===== config.mk =====
export PLATFORM = sky130hd
export DESIGN_NAME = smc_seq
export DESIGN_NICKNAME = d
export VERILOG_FILES = /design/src/rtl/smc_seq.sv
export SDC_FILE = /design/constraint.sdc
export NUM_CORES = 1
export LEC_CHECK = 0
export CAP_MARGIN = 0
export CORE_ASPECT_RATIO = 2
export CORE_MARGIN = 1
export CORE_UTILIZATION = 35
export DETAILED_ROUTE_END_ITERATION = 10
export HOLD_SLACK_MARGIN = 0.02
export PLACE_DENSITY = 0.49
export SETUP_SLACK_MARGIN = 0.02
export SLEW_MARGIN = 15
export SYNTH_ARGS = -nofsm -noshare
export SYNTH_HDL_FRONTEND = slang
export SYNTH_SLANG_ARGS = --single-unit

===== constraint.sdc =====
create_clock -name clk -period 12.6 [get_ports clk]
set_input_delay 1.26 -clock clk [delete_from_list [all_inputs] [get_ports clk]]
set_output_delay 1.26 -clock clk [all_outputs]
set_load 0.1 [all_outputs]

===== src/rtl/smc_seq.sv =====
// smc_seq: serial MOSFET evaluator/ranker. One shared I/gm unit and an insertion-sorted
// ranker, with one weighted result per group of N_DEV descriptors. Optional gm path: SMC_SEQ_GM_EN.
module smc_seq #(
    parameter int N_DEV = 6
) (
    input  logic       clk,
    input  logic       rst_n,
    input  logic       in_valid,
    input  logic [1:0] mode,
    input  logic [2:0] W,
    input  logic [2:0] V_GS,
    input  logic [2:0] V_DS,
    output logic       out_valid,
    output logic [7:0] out_n,
    output logic       busy
);
    localparam int CW = (N_DEV > 1) ? $clog2(N_DEV) : 1;

    typedef enum logic [1:0] {IDLE, LOAD, DRAIN, OUT} state_t;

    state_t          state_q, state_d;
    logic [CW-1:0]   cnt_q, cnt_d;
    logic            sel_q, sel_d;
    logic [2:0]      w_q, w_d, vgs_q, vgs_d, vds_q, vds_d;
    logic            acc_v_q, acc_v_d, acc_last_q, acc_last_d;
    logic [6:0]      ev_q, ev_d;
    logic            ev_v_q, ev_v_d, ev_last_q, ev_last_d;
    logic [6:0]      rank_q [N_DEV];
    logic [6:0]      rank_d [N_DEV];
    logic [N_DEV-1:0] gt;
    logic            abort, clr, ins;
    logic [2:0]      v;
    logic [8:0]      i_num;
    logic [6:0]      sa, sb, sc;
    logic [9:0]      wsum;

`ifdef SMC_SEQ_GM_EN
    logic gm_q, gm_d;
    logic [8:0] g_num;
`else
    logic unused_mode0;
    assign unused_mode0 = mode[0];
`endif

    always_comb begin
        state_d    = state_q;
        cnt_d      = cnt_q;
        sel_d      = sel_q;
        w_d        = w_q;
        vgs_d      = vgs_q;
        vds_d      = vds_q;
        acc_v_d    = 1'b0;
        acc_last_d = 1'b0;
        abort      = 1'b0;
`ifdef SMC_SEQ_GM_EN
        gm_d       = gm_q;
`endif
        case (state_q)
            IDLE: if (in_valid) begin
                state_d = LOAD;
                cnt_d   = CW'(1);
                sel_d   = mode[1];
`ifdef SMC_SEQ_GM_EN
                gm_d    = mode[0];
`endif
                acc_v_d = 1'b1;
                w_d = W; vgs_d = V_GS; vds_d = V_DS;
            end
            LOAD: if (in_valid) begin
                acc_v_d = 1'b1;
                w_d = W; vgs_d = V_GS; vds_d = V_DS;
                if (cnt_q == CW'(N_DEV - 1)) begin
                    acc_last_d = 1'b1;
                    state_d    = DRAIN;
                    cnt_d      = '0;
                end else begin
                    cnt_d = cnt_q + CW'(1);
                end
            end else begin
                // A short burst kills the group, including anything still in the pipeline.
                abort   = 1'b1;
                state_d = IDLE;
                cnt_d   = '0;
            end
            DRAIN: if (ev_v_q && ev_last_q) state_d = OUT;
            OUT:   state_d = IDLE;
            default: state_d = IDLE;
        endcase
    end

    // Shared evaluator; V_GS=0 would wrap v to 7, so it is forced to zero.
    always_comb begin
        v     = vgs_q - 3'd1;
        i_num = '0;
`ifdef SMC_SEQ_GM_EN
        g_num = '0;
`endif
        if (vgs_q != 3'd0) begin
            if (v <= vds_q) begin
                i_num = 9'(w_q) * 9'(v) * 9'(v);
`ifdef SMC_SEQ_GM_EN
                g_num = 9'(w_q) * 9'(v) * 9'd2;
`endif
            end else begin
                i_num = 9'(w_q) * (9'(v) * 9'(vds_q) * 9'd2 - 9'(vds_q) * 9'(vds_q));
`ifdef SMC_SEQ_GM_EN
                g_num = 9'(w_q) * 9'(vds_q) * 9'd2;
`endif
            end
        end
`ifdef SMC_SEQ_GM_EN
        ev_d = gm_q ? 7'(g_num / 9'd3) : 7'(i_num / 9'd3);
`else
        ev_d = 7'(i_num / 9'd3);
`endif
        ev_v_d    = acc_v_q && !abort;
        ev_last_d = acc_last_q;
    end

    assign clr = abort || (state_q == OUT);
    assign ins = ev_v_q && !clr;

    genvar gi;
    generate
        for (gi = 0; gi < N_DEV; gi++) begin : g_rank
            assign gt[gi] = ev_q > rank_q[gi];
            if (gi == 0) begin : g_head
                assign rank_d[gi] = clr ? 7'd0 : ((ins && gt[gi]) ? ev_q : rank_q[gi]);
            end else begin : g_body
                assign rank_d[gi] = clr ? 7'd0 :
                                    ((ins && gt[gi]) ? (gt[gi-1] ? rank_q[gi-1] : ev_q) : rank_q[gi]);
            end
        end
    endgenerate

    always_ff @(posedge clk or negedge rst_n) begin
        if (!rst_n) begin
            state_q    <= IDLE;
            cnt_q      <= '0;
            sel_q      <= 1'b0;
            w_q        <= '0;
            vgs_q      <= '0;
            vds_q      <= '0;
            acc_v_q    <= 1'b0;
            acc_last_q <= 1'b0;
            ev_q       <= '0;
            ev_v_q     <= 1'b0;
            ev_last_q  <= 1'b0;
`ifdef SMC_SEQ_GM_EN
            gm_q       <= 1'b0;
`endif
            for (int i = 0; i < N_DEV; i++) rank_q[i] <= '0;
        end else begin
            state_q    <= state_d;
            cnt_q      <= cnt_d;
            sel_q      <= sel_d;
            w_q        <= w_d;
            vgs_q      <= vgs_d;
            vds_q      <= vds_d;
            acc_v_q    <= acc_v_d;
            acc_last_q <= acc_last_d;
            ev_q       <= ev_d;
            ev_v_q     <= ev_v_d;
            ev_last_q  <= ev_last_d;
`ifdef SMC_SEQ_GM_EN
            gm_q       <= gm_d;
`endif
            for (int i = 0; i < N_DEV; i++) rank_q[i] <= rank_d[i];
        end
    end

    assign sa   = sel_q ? rank_q[0] : rank_q[N_DEV-3];
    assign sb   = sel_q ? rank_q[1] : rank_q[N_DEV-2];
    assign sc   = sel_q ? rank_q[2] : rank_q[N_DEV-1];
    assign wsum = 10'(sa) * 10'd3 + 10'(sb) * 10'd4 + 10'(sc) * 10'd5;

    assign out_valid = (state_q == OUT);
    assign out_n     = out_valid ? 8'(wsum / 10'd12) : 8'd0;
    assign busy      = (state_q != IDLE);

endmodule


==> flow_metrics.py <==
metrics = {
    "final_layout": {
        "stdcell_area_mm2": 0.00924,
        "finalNetCount": 1207,
        "insertedDiodeCount": 0,
        "drive_above_1_share_pct": 6.72,
        "flow.area_growth_from_synthesis_pct": 9.55,
    },
    "worst_setup_path": {
        "critPathArrivalTime_ns": 11.35,
        "worstPathMaxFanout": 14,
        "endpoint_kind": "flop",
        "critPathRequiredTime_ns": 12.81,
        "cell_type_of_the_slowest_stage_on_the_worst_timing_path": "sky130_fd_sc_hd__dfrtp_1",
        "critical_path.most_common_cell": "sky130_fd_sc_hd__ha_1",
        "setup.worst_path.class": "flop to flop",
        "timing.critical_path.from_type": "flop",
        "critical-path-max-stage-delay_ns": 0.54,
    },
    "route": {
        "first_pass_iters": 4,
        "postRouteAntennaNets": 0,
        "drt_iter0_drc": 209,
        "post-route-drc-count": 0,
        "vias": 7292,
        "post_drt_via_cell_ratio": 5.43,
        "detail_route.wirelength_mm": 24.2,
        "drt-wirelength-per-cell_um": 18.0,
    },
    "logic_synthesis": {
        "synthesis_warnings": 0,
        "ys_types": 82,
        "netlist_top_cells_area": "sky130_fd_sc_hd__dfrtp_1 20%, sky130_fd_sc_hd__ha_1 16%, sky130_fd_sc_hd__fa_1 8.1%",
        "yosysMostFrequentCell": "sky130_fd_sc_hd__nand2_1",
        "synthesis.area_mm2": 0.00843,
        "netlist.area_leader.share_pct": 20.2,
        "synth.ff_latch_count": 68,
        "mean_instance_size_in_the_synthesized_netlist_um2": 8.05,
        "async_reset_ff_share_pct": 100,
        "synth_top_flop_cell": "sky130_fd_sc_hd__dfrtp_1",
        "synth-edff-count": 0,
        "netlist.top_cell.by_area": "sky130_fd_sc_hd__dfrtp_1",
        "synth.top_cells.by_count": "168 x sky130_fd_sc_hd__nand2_1, 111 x sky130_fd_sc_hd__inv_1, 107 x sky130_fd_sc_hd__ha_1, 107 x sky130_fd_sc_hd__o21ai_0, 68 x sky130_fd_sc_hd__dfrtp_1",
        "synth_cells": 1048,
        "mappedNetlistNets": 1203,
        "synth_sequential_area_ratio_pct": 20.2,
    },
    "clock_network": {
        "insertion_delay_ns": 0.35,
        "clock_tree_from_tritoncts": "yes",
        "cts.sinks": 68,
        "clkTransAtPathRegs_ns": 0.06,
        "cts_hold_buf": 0,
        "cts.root.buffer_cell": "sky130_fd_sc_hd__clkbuf_16",
        "post_cts.resized_instances": 0,
        "numCtsBuffers": 9,
        "ctsHtreeMaxLevel": 3,
        "cts.repair_timing.setup_buffer_count": 0,
        "cts_max_path_bufs": 2,
    },
    "sta": {
        "slew_headroom_pct": 29.2,
        "rsz0062_at_grt": "no",
        "layout_skew_ns": 0.0109,
        "setup_viol": 0,
        "finalHoldViolCount": 0,
        "worstMarginPinSlew_ns": 1.05,
        "final_critical_path_required_period_ns": 11.15,
        "setup-tns-final_ns": 0,
        "slew_viol_final": 0,
        "final.period_utilization_pct": 88.5,
        "final_hold_slack_ns": 0.352,
        "timing.fmax_mhz": 89.7,
    },
    "place": {
        "gpl.final_weighted_congestion": 0.836,
        "dp_hpwl_mm": 19.7,
        "port-buffer-count": 21,
        "place_area_mm2": 0.00891,
    },
    "global_route": {
        "groute.layer.met1.usage_pct": 17.5,
        "gr-usage-all-layers_pct": 20.5,
        "grt_antenna_before_repair": 0,
        "grt_first_pass_wirelength_mm": 39.3,
        "grt_start_max_net_pins": 69,
        "grtUsageMet2_pct": 45.2,
        "top_usage_layer": "met2",
        "via_count_of_the_first_global_routing_pass": 7666,
        "grt.overflow.total": 0,
        "met3_global_route_usage_pct": 1.80,
    },
    "floorplan": {
        "fp.dieH_um": 222,
        "core.rowCount": 80,
        "top_level_ports": 24,
        "die_width_um": 112,
        "fp.dieArea_mm2": 0.0248,
        "coreArea_mm2": 0.0237,
        "initial_core_util_pct": 35.6,
    },
    "outcome": {
        "run_status": "complete, no violations",
    },
    "worst_hold_path": {
        "kind_of_path_behind_the_tightest_hold_check": "flop to flop",
    },
    "run": {
        "number_of_maximum_capacitance_violations": 0,
    },
}
==> flip-flops by register name, indices dropped and copies added (netlist names), named ones only <==
signal      cells
rank_q         42
ev_q            7
cnt_q           3
vds_q           3
vgs_q           3
w_q             3
acc_last_q      1
acc_v_q         1
ev_last_q       1
ev_v_q          1
sel_q           1
state_q         1
==> final cells by class <==
type,instances,area [um^2]
multi-input cells,833,6170
fillers,2507,14500
flip-flops and latches,68,1700
inverters,111,417
clock buffers,11,243
repair buffers,29,268
well taps,287,359
clock inverters,5,83.8
==> layout by cell type (no fill, tap or decap), drive strengths merged, types with 7 or more instances in the layout <==
cell,netlist,routed
a211oi,9,9
a21o,11,11
a21oi,50,50
and2,9,9
and3,8,8
buf,6,9
clkbuf,30,11
clkdlybuf4s50,0,20
dfrtp,68,68
fa,34,34
ha,107,107
inv,111,112
mux2,19,19
mux2i,28,28
nand2,169,169
nand2b,18,18
nand3,33,33
nor2,46,46
nor2b,24,24
nor3,7,7
o211ai,7,7
o21a,7,7
o21ai,113,113
or2,11,11
or3,7,7
xnor2,21,21
xor2,8,8
==> worst max-delay path: cells and delay by family, from the launching register on <==
family          cells  cell delay, ns
fa+ha+maj          11            4.03
compound gates     13            2.79
simple gates        6            1.45
xor+xnor            4            1.18
buf+inv             5            0.60
flops               1            0.54
mux                 1            0.39
==> metrics by stage <==
| step | util (%) | instances | setup WS [ns] |
|---|---|---|---|
| floorplan | - | 1048 | 2.76 |
| global placement | 37.5 | 1328 | 1.40 |
| detailed placement | 37.5 | 1328 | 1.41 |
| CTS | 38.9 | 1344 | 1.39 |
| global route | 39.0 | 1344 | 0.733 |
| finish | 39.0 | 1344 | 1.45 |
==> worst paths after layout <==
path / start / end / slack [ns] / cells past startpoint
hold reg to reg: acc_last_q$_DFF_PN0_ / ev_last_q$_DFF_PN0_ / 0.35 / 0
min in group asynchronous: rst_n / rank_q[8]$_DFFE_PN0P_ / 1.02 / 1
setup reg to reg: vgs_q[0]$_DFFE_PN0P_ / ev_q[0]$_DFF_PN0_ / 1.45 / 40
max in group asynchronous: rst_n / cnt_q[0]$_DFFE_PN0P_ / 10.95 / 1
setup / recovery: vgs_q[0]$_DFFE_PN0P_ / ev_q[0]$_DFF_PN0_ / 1.45 / 40
hold / removal: acc_last_q$_DFF_PN0_ / ev_last_q$_DFF_PN0_ / 0.35 / 0
==> kinds of logic (layout without fill, tap and decap cells) <==
logic type,Yosys count,in the layout,share of synthesized area (%)
buffers and inverters,147,156,6.76
adder cells (fa/ha/maj),142,142,24.1
AND/OR/NAND/NOR,356,356,20.0
other,1,1,0.0445
flip-flops,68,68,20.2
XOR/XNOR,31,31,3.56
AO/OA/AOI/OAI,256,256,19.5
multiplexers,47,47,5.90
==> routing by layer <==
metal	share of wire [%]	wire length (um)
met1	33	7950
met2	63	15200
met3	1.5	359
met4	2.9	695
met5	0	0
Power is not shown: default switching activity piles up to over one toggle a cycle in this logic, so the estimate is an artifact.
